--- src/rtl/apb_pkg.sv ---
// Shared types and widths for the APB register completer.
package apb_pkg;

  typedef enum logic {APB_IDLE, APB_ACCESS} apb_slv_state_t;

  localparam int APB_DATA_W = 32;
  localparam int APB_ADDR_W = 32;

endpackage

--- src/rtl/apb_wait_ctr.sv ---
// Access-phase wait-state down-counter; ready_next flags the edge that raises PREADY.
module apb_wait_ctr (
  input  logic       clk,
  input  logic       rst_n,
  input  logic       load,
  input  logic [3:0] load_val,
  input  logic       dec,
  output logic       ready_next
);

  logic [3:0] cnt;

  always_ff @(posedge clk or negedge rst_n) begin
    if (!rst_n) begin
      cnt <= '0;
    end else if (load) begin
      cnt <= load_val;
    end else if (dec) begin
      cnt <= cnt - 4'd1;
    end
  end

  assign ready_next = dec && (cnt == 4'd1);

endmodule

--- src/rtl/apb_slave_regs.sv ---
// APB3 completer with NUM_REGS control registers (reg 0 = read-only ID) and fixed wait states.
// Optional byte-lane strobes via `define APB_SLV_PSTRB_EN (adds PSTRB[3:0]).
module apb_slave_regs
  import apb_pkg::*;
#(
  parameter int          NUM_REGS    = 8,
  parameter int          WAIT_STATES = 1,
  parameter logic [31:0] ID_VALUE    = 32'hA9B0_0001
) (
  input  logic                    PCLK,
  input  logic                    PRESETn,
  input  logic                    PSEL,
  input  logic                    PENABLE,
  input  logic                    PWRITE,
  input  logic [APB_ADDR_W-1:0]   PADDR,
  input  logic [APB_DATA_W-1:0]   PWDATA,
`ifdef APB_SLV_PSTRB_EN
  input  logic [3:0]              PSTRB,
`endif
  output logic [APB_DATA_W-1:0]   PRDATA,
  output logic                    PREADY,
  output logic                    PSLVERR,
  output logic [NUM_REGS*32-1:0]  reg_q
);

  localparam int                    IDX_W      = $clog2(NUM_REGS);
  localparam logic [APB_ADDR_W-1:0] ADDR_LIMIT = APB_ADDR_W'(NUM_REGS * 4);
  localparam logic [3:0]            WS         = 4'(WAIT_STATES);

  apb_slv_state_t        state;
  logic [APB_DATA_W-1:0] regs [1:NUM_REGS-1];
  logic [IDX_W-1:0]      idx;
  logic                  err;
  logic [APB_DATA_W-1:0] rd_resp;
  logic [3:0]            strb;
  logic                  setup;
  logic                  wait_dec;
  logic                  ready_next;

`ifdef APB_SLV_PSTRB_EN
  assign strb = PSTRB;
`else
  assign strb = 4'hF;
`endif

  always_comb begin
    idx     = PADDR[2 +: IDX_W];
    err     = (PADDR[1:0] != 2'b00) | (PADDR >= ADDR_LIMIT) | (PWRITE & (idx == '0));
    rd_resp = '0;
    if (!PWRITE && !err) begin
      rd_resp = (idx == '0) ? ID_VALUE : regs[idx];
    end
  end

  assign setup    = (state == APB_IDLE) && PSEL && !PENABLE;
  assign wait_dec = (state == APB_ACCESS) && PSEL && PENABLE && !PREADY;

  apb_wait_ctr u_wait_ctr (
    .clk        (PCLK),
    .rst_n      (PRESETn),
    .load       (setup),
    .load_val   (WS),
    .dec        (wait_dec),
    .ready_next (ready_next)
  );

  always_ff @(posedge PCLK or negedge PRESETn) begin
    if (!PRESETn) begin
      state   <= APB_IDLE;
      PREADY  <= 1'b0;
      PSLVERR <= 1'b0;
      PRDATA  <= '0;
      for (int unsigned i = 1; i < NUM_REGS; i++) begin
        regs[i] <= '0;
      end
    end else begin
      case (state)
        APB_IDLE: begin
          if (setup) begin
            state <= APB_ACCESS;
            if (WS == 4'd0) begin
              PREADY  <= 1'b1;
              PSLVERR <= err;
              PRDATA  <= rd_resp;
            end
          end
        end
        APB_ACCESS: begin
          if (!PSEL) begin
            state   <= APB_IDLE;
            PREADY  <= 1'b0;
            PSLVERR <= 1'b0;
            PRDATA  <= '0;
          end else if (PENABLE) begin
            if (PREADY) begin
              // Commit uses the decode of the held address; err excludes index 0.
              if (PWRITE && !err) begin
                for (int unsigned k = 0; k < 4; k++) begin
                  if (strb[k]) regs[idx][8*k +: 8] <= PWDATA[8*k +: 8];
                end
              end
              state   <= APB_IDLE;
              PREADY  <= 1'b0;
              PSLVERR <= 1'b0;
              PRDATA  <= '0;
            end else if (ready_next) begin
              PREADY  <= 1'b1;
              PSLVERR <= err;
              PRDATA  <= rd_resp;
            end
          end
        end
        default: state <= APB_IDLE;
      endcase
    end
  end

  for (genvar i = 0; i < NUM_REGS; i++) begin : g_reg_q
    if (i == 0) begin : g_id
      assign reg_q[31:0] = ID_VALUE;
    end else begin : g_rw
      assign reg_q[32*i +: 32] = regs[i];
    end
  end

endmodule

--- config.mk ---
export PLATFORM = sky130hd
export DESIGN_NAME = apb_slave_regs
export DESIGN_NICKNAME = d
export VERILOG_FILES = /design/src/rtl/apb_pkg.sv /design/src/rtl/apb_wait_ctr.sv /design/src/rtl/apb_slave_regs.sv
export SDC_FILE = /design/constraint.sdc
export NUM_CORES = 1
export LEC_CHECK = 0
export CORE_ASPECT_RATIO = 1.5
export CORE_MARGIN = 2
export CORE_UTILIZATION = 50
export CTS_CLUSTER_SIZE = 25
export DETAILED_ROUTE_END_ITERATION = 16
export DONT_BUFFER_PORTS = 1
export PLACE_DENSITY_LB_ADDON = 0.12
export SLEW_MARGIN = 10
export SYNTH_ARGS = -nofsm -noshare
export SYNTH_HDL_FRONTEND = slang
export SYNTH_HIERARCHICAL = 1
export SYNTH_SLANG_ARGS = --single-unit
--- constraint.sdc ---
create_clock -name PCLK -period 2.6 [get_ports PCLK]
set_input_delay 0.52 -clock PCLK [delete_from_list [all_inputs] [get_ports PCLK]]
set_output_delay 0.52 -clock PCLK [all_outputs]
set_load 0.05 [all_outputs]
==> flow_summary.ini, run 1 <==
[outcome]
status = finished, violations left
violations = hold timing

[yosys]
synth_edf_count = 0
synth_cell_types = 49
yosysSeqAreaShare_pct = 55.39
synth_flop_cell = dfrtp_1
yosysMostFrequentCell = dfrtp_1
synth_cells = 893
netlist_area_mm2 = 0.01188
ys_ff_latch = 263
synth_top_area_share_pct = 55.39
ys_warn_count = 6
ys_async_sr_fraction_pct = 100.0
synth_area_per_cell_um2 = 13.31
ys_top_cells_by_area = dfrtp_1 (55%), mux2_2 (22%), mux4_2 (2.8%)
yosys-top-cells-count = dfrtp_1 (263), mux2_2 (235), nand2_1 (57)
yosysTopAreaCell = dfrtp_1

[worst_setup_path]
critPathMaxStageDelay_ps = 440
crit_chain = inv_1 > ha_1 > nor4bb_2 > nand2_1 > or4_1 > or2_1 > buf_12 > o31ai_1
crit_family = simple AND/OR/NAND/NOR gates
crit_path_top_delay_cell = or4_1
arrival_ps = 2810
worstPathRequired_ps = 3040
crit_start = u_wait_ctr/cnt[1]$_DFFE_PN0P_
crit_type = reg2reg
timing.rr.start = u_wait_ctr/cnt[1]$_DFFE_PN0P_
crit_buf_inv = 2
start_kind = register
critPathMaxFanout = 23
end_kind = register

[timing]
setup_viol_count_final = 0
fin_tns_setup_ps = 0
worst_clock_skew_ps = 12.09
slew_violations = 0
period_needed_ps = 2369
hold_viol = 263
fin_hold_ws_ps = -304.1
fmax_mhz = 422.1
tightest_slew_ps = 989.7
period_share_pct = 91.12
slew_headroom_pct = 33.77
rsz0062_at_grt = no

[cells_and_area]
nNetsFinal = 969
finalNonFillerCells = 1238
stdcell_area_mm2 = 0.01319
drive_gt1_share_pct = 37.00
antenna_cells = 0
syn_to_final_growth_pct = 11.05
fin_util_pct = 56.19

[grt]
grt_start_max_net_pins = 264
grt_pass1_wl_um = 51170
grt_pass1_vias = 8182
track_usage_pct = 27.46
gr-total-overflow = 0
antenna_found_initial = 0

[floorplanning]
io_pins = 359
rows = 69
core_mm2 = 0.02348
initial_core_util_pct = 50.60
fp.dieW_um = 129.9
die_h_um = 192.8
die_area_mm2 = 0.02504

[detailed_routing]
vias = 7666
routed_via_density = 6.192
first_pass_iters = 5
detail-route-antenna-nets = 0
routed_wl_um = 35030
initialDrtViolationCount = 393
routedWlPerCell_um = 28.29
route.detailed.drc = 0

[run]
cap_violations = 0

[pwr]
max-vdd-ir-drop_mv = 0.5032
totalPowerFinal_w = 0.008204
power_density_mw_per_mm2 = 621.8
leakage_nw = 6.468

[clock_network]
cts_root_buf = clkbuf_16
cts_buffer_depth = 3
clk_latency_ps = 540
clock_sinks = 263
numCtsBuffers = 27
tritoncts = done
htreeDepth = 1
cts.clk_slew.worst_paths_ps = 60

[placed_design]
dp_hpwl_um = 23090
port-buffer-count = 0
place_area_mm2 = 0.01232
gp_congestion = 0.8158
place_inst = 1188

[min_path]
hold_path.class = in2async
==> per-stage QoR <==
step	setup slack (ps)	hold WS, ps
floorplan	10.42	224.4
global placement	111.6	237.2
detailed placement	113.7	238.5
CTS	200.8	-325.0
global route	39.65	-328.7
finish	230.8	-304.1
==> final cells by class <==
type	instances	area, um^2
well taps	319	399.1
clock inverters	10	83.83
inverters	8	30.03
multi-input cells	568	4965
fillers	1947	10290
clock buffers	40	784.5
flip-flops and latches	263	6581
repair buffers	30	350.3
==> report_power, final <==
group / internal [W] / switching, W / total, W
registers: 0.00411 / 0.0000289 / 0.00414
logic: 0.0000837 / 0.000205 / 0.000289
clock network: 0.00219 / 0.00159 / 0.00377
total: 0.00638 / 0.00182 / 0.00820
==> layer usage <==
metal | GRT usage [%] | wire, um | up-vias | part of all wire (%)
met4 | 10.26 | 1211 | 0 | 3.5
met1 | 31.40 | 12610 | 4001 | 36
met2 | 47.30 | 17830 | 387 | 51
met3 | 9.398 | 3370 | 70 | 9.6
li1 | - | - | 3208 | -
met5 | 0 | 0 | - | 0
==> cell families after synthesis <==
kind of cell,after synthesis,synth area share [%]
adder cells (fa/ha/maj),2,0.2106
buffers and inverters,96,4.191
XOR/XNOR,3,0.2212
other,2,0.06321
flip-flops,263,55.39
multiplexers,276,27.31
AO/OA/AOI/OAI,144,8.340
AND/OR/NAND/NOR,107,4.276
==> placed cells by master (no fill, tap or decap), drive strengths merged, types with 9 or more instances in the layout <==
cell type / instances
dfrtp: 263
nor2: 16
o21ai: 44
a22oi: 16
a21oi: 26
mux2: 235
inv: 9
a211oi: 10
nand2: 57
mux4: 15
mux2i: 26
a221oi: 13
a22o: 10
clkbuf: 40
buf: 30
conb: 36
==> worst reg2reg max path, delay by kind of cell, from the launching register on <==
family	cells	cell delay, ps
AOI/OAI and AO/OA	1	260
DFF	1	420
and+or+nand+nor	4	1160
adders and majority gates	1	150
buffers and inverters	2	310
==> worst paths after layout <==
path / end / slack (ps) / cells past startpoint
worst max-delay path: PRDATA[19]$_DFFE_PN0P_ / 230 / 8
worst min-delay path: PRDATA[2]$_DFFE_PN0P_ / -300 / 0
worst max register to register: PRDATA[19]$_DFFE_PN0P_ / 230 / 8
worst min register to register: u_wait_ctr/cnt[3]$_DFFE_PN0P_ / 600 / 2
max in group asynchronous: reg_q[155]$_DFFE_PN0P_ / 2330 / 0
min in group PCLK: state$_DFF_PN0_ / 100 / 1
==> repair_timing <==
item / CTS / global route
setup endpoints to repair: 0 / 3
gates resized for setup: 0 / 1
setup buffers: 0 / 0
endpoints found under the hold margin: 263 / 263
==> sequential cells by signal, summed over array words and instances (netlist names) <==
| signal | flops |
|---|---|
| PSLVERR | 1 |
| PRDATA | 32 |
| reg_q | 224 |
| u_wait_ctr/cnt | 4 |
| PREADY | 1 |
| state | 1 |
(Power assumes the default switching activity.)
==> run 2, diff against run 1 <==
--- a/config.mk
+++ b/config.mk
@@ -12,7 +12,7 @@
 export DETAILED_ROUTE_END_ITERATION = 16
 export DONT_BUFFER_PORTS = 1
 export PLACE_DENSITY_LB_ADDON = 0.12
-export SLEW_MARGIN = 10
+export SLEW_MARGIN = 20
 export SYNTH_ARGS = -nofsm -noshare
 export SYNTH_HDL_FRONTEND = slang
 export SYNTH_HIERARCHICAL = 1
==> results of run 2 <==
The final DEF is identical to that of run 1; final timing and power are the same.
==> run 3, diff against run 2 <==
--- a/config.mk
+++ b/config.mk
@@ -12,6 +12,7 @@
 export DETAILED_ROUTE_END_ITERATION = 16
 export DONT_BUFFER_PORTS = 1
 export PLACE_DENSITY_LB_ADDON = 0.12
+export SETUP_SLACK_MARGIN = 0.1
 export SLEW_MARGIN = 20
 export SYNTH_ARGS = -nofsm -noshare
 export SYNTH_HDL_FRONTEND = slang
==> flow_summary.ini, run 3 (synthesized netlist as in run 1, its figures left out) <==
[outcome]
status = finished, violations left
violations = hold timing

[cells_and_area]
layout_commonest_cell = dfrtp_1
layout_common_cells = dfrtp_1 (261), mux2_2 (235), nand2_1 (52), o21ai_0 (40), conb_1 (36)
largest_reg_flops = 224
drive_gt1_share_pct = 37.40
finalNonFillerCells = 1236
nNetsFinal = 968
syn_to_final_growth_pct = 11.22
antenna_cells = 0

[timing]
period_share_pct = 91.16
period_needed_ps = 2370
slew_headroom_pct = 58.16
fin_hold_ws_ps = -306.0
tightest_slew_ps = 625.3
slew_violations = 0
fin_tns_setup_ps = 0
hold_viol = 263
setup_viol_count_final = 0
fmax_mhz = 421.9
rsz0062_at_grt = no
worst_clock_skew_ps = 13.47

[clock_network]
numCtsBuffers = 26
htreeDepth = 1
cts.clk_slew.worst_paths_ps = 60
post-cts-setup-buffer-count = 0
tritoncts = done
clock_sinks = 263
cts_root_buf = clkbuf_16
clk_latency_ps = 530
cts_buffer_depth = 3

[detailed_routing]
detail-route-antenna-nets = 0
routed_wl_um = 35510
vias = 7652
routedWlPerCell_um = 28.73
route.detailed.drc = 0
initialDrtViolationCount = 416
routed_via_density = 6.191
met2_length_um = 18830
first_pass_iters = 5
highest_layer = met4
wl_met3_um = 3396
wl_met1_um = 12290

[pwr]
clkPwrFrac_pct = 46.9
power_density_mw_per_mm2 = 632.1
p_int_w = 0.006548
p_sw_w = 0.001804
p_seq_share_pct = 49.5
leakage_nw = 6.476
max-vdd-ir-drop_mv = 0.5196
p_sw_share_pct = 21.60
p_comb_share_pct = 3.6

[floorplanning]
die_area_mm2 = 0.02504
rows = 69
core_mm2 = 0.02348
die_h_um = 192.8
initial_core_util_pct = 50.60
io_pins = 359
fp.dieW_um = 129.9

[worst_setup_path]
critPathMaxFanout = 24
reg2reg_slack_ps = 230
worstPathRequired_ps = 3030
critPathMaxStageDelay_ps = 440
arrival_ps = 2800
crit_path_top_delay_cell = or4_1
crit_family = simple AND/OR/NAND/NOR gates
crit_buf_inv = 2
start_kind = register
end_kind = register
crit_chain = inv_1 > ha_1 > nor4bb_2 > nand2_1 > or4_1 > or2_1 > buf_12 > o31ai_1
crit_type = reg2reg

[grt]
antenna_found_initial = 0
grt_pass1_vias = 8360
gr-total-overflow = 0
track_usage_pct = 27.84
grt_pass1_wl_um = 51890
grt_start_max_net_pins = 264

[run]
cap_violations = 0

[min_path]
hold_path.class = in2async

[placed_design]
gp_congestion = 0.8311
place_inst = 1188
dp_hpwl_um = 23110
port-buffer-count = 0
## run 3: cell count changes in the layout (fill, tap and decap cells not counted), moves of 2 or more
cell / change
clkbuf_8: +3
buf_12: -2
buf_4: +2
clkbuf_1: -2
clkinv_2: -2
dfrtp_1: -2
dfrtp_2: +2
## run 3: path summary, 6_finish.rpt
| path | startpoint | end | cells past startpoint |
|---|---|---|---|
| worst max-delay path | u_wait_ctr/cnt[1]$_DFFE_PN0P_ | PRDATA[19]$_DFFE_PN0P_ | 8 |
| worst min-delay path | PRESETn | reg_q[66]$_DFFE_PN0P_ | 0 |
| worst max register to register | u_wait_ctr/cnt[1]$_DFFE_PN0P_ | PRDATA[19]$_DFFE_PN0P_ | 8 |
| worst min register to register | u_wait_ctr/cnt[3]$_DFFE_PN0P_ | u_wait_ctr/cnt[3]$_DFFE_PN0P_ | 2 |
| max in group asynchronous | PRESETn | reg_q[142]$_DFFE_PN0P_ | 0 |
| min in group PCLK | PENABLE | state$_DFF_PN0_ | 1 |
## run 3: power by group through the flow
stage	clock network (W)	logic, W	registers (W)
6_report	0.00392	0.000297	0.00414
2_1_floorplan	0	0.000308	0.00421
4_1_cts	0.00397	0.000293	0.00414
3_3_place_gp	0	0.000278	0.00421
3_5_place_dp	0	0.000292	0.00421
5_1_grt	0.00417	0.000315	0.00414
## run 3: layer usage
metal | global-route usage [%] | vias up
li1 | - | 3210
met1 | 30.54 | 4016
met2 | 49.50 | 368
met3 | 9.925 | 58
met4 | 9.553 | 0
met5 | 0 | -
## run 3: worst register-to-register path, stage by stage, from the launching register on
cell and delay [ps]:
dfrtp_1 400, inv_1 110, ha_1 150, nor4bb_2 320, nand2_1 150, or4_1 440, or2_1 270, buf_12 190
o31ai_1 250
## run 3: timing repair
action	4_1_cts	5_1_grt
gates resized for setup	0	3
endpoints found under the setup margin	0	7
hold endpoints to repair	263	263
## run 3: cell type report
cell class,count,area [um^2]
clock inverters,7,87.58
flip-flops and latches,263,6584
clock buffers,41,818.3
repair buffers,30,325.3
fillers,1983,10270
well taps,319,399.1
multi-input cells,568,4970
inverters,8,30.03
## run 3: per-stage QoR
step	instance area (um^2)	worst slack [ps]	power [W]	hold slack [ps]	utilization, %
after floorplan	12010	113.0	0.004518	224.4	-
after global placement	12300	66.21	0.004488	234.7	52.36
after detailed placement	12300	36.76	0.004504	233.9	52.36
after CTS	13200	216.4	0.008402	-324.3	56.22
after global routing	13210	110.1	0.008625	-334.9	56.27
final	13210	230.0	0.008352	-306.0	56.27
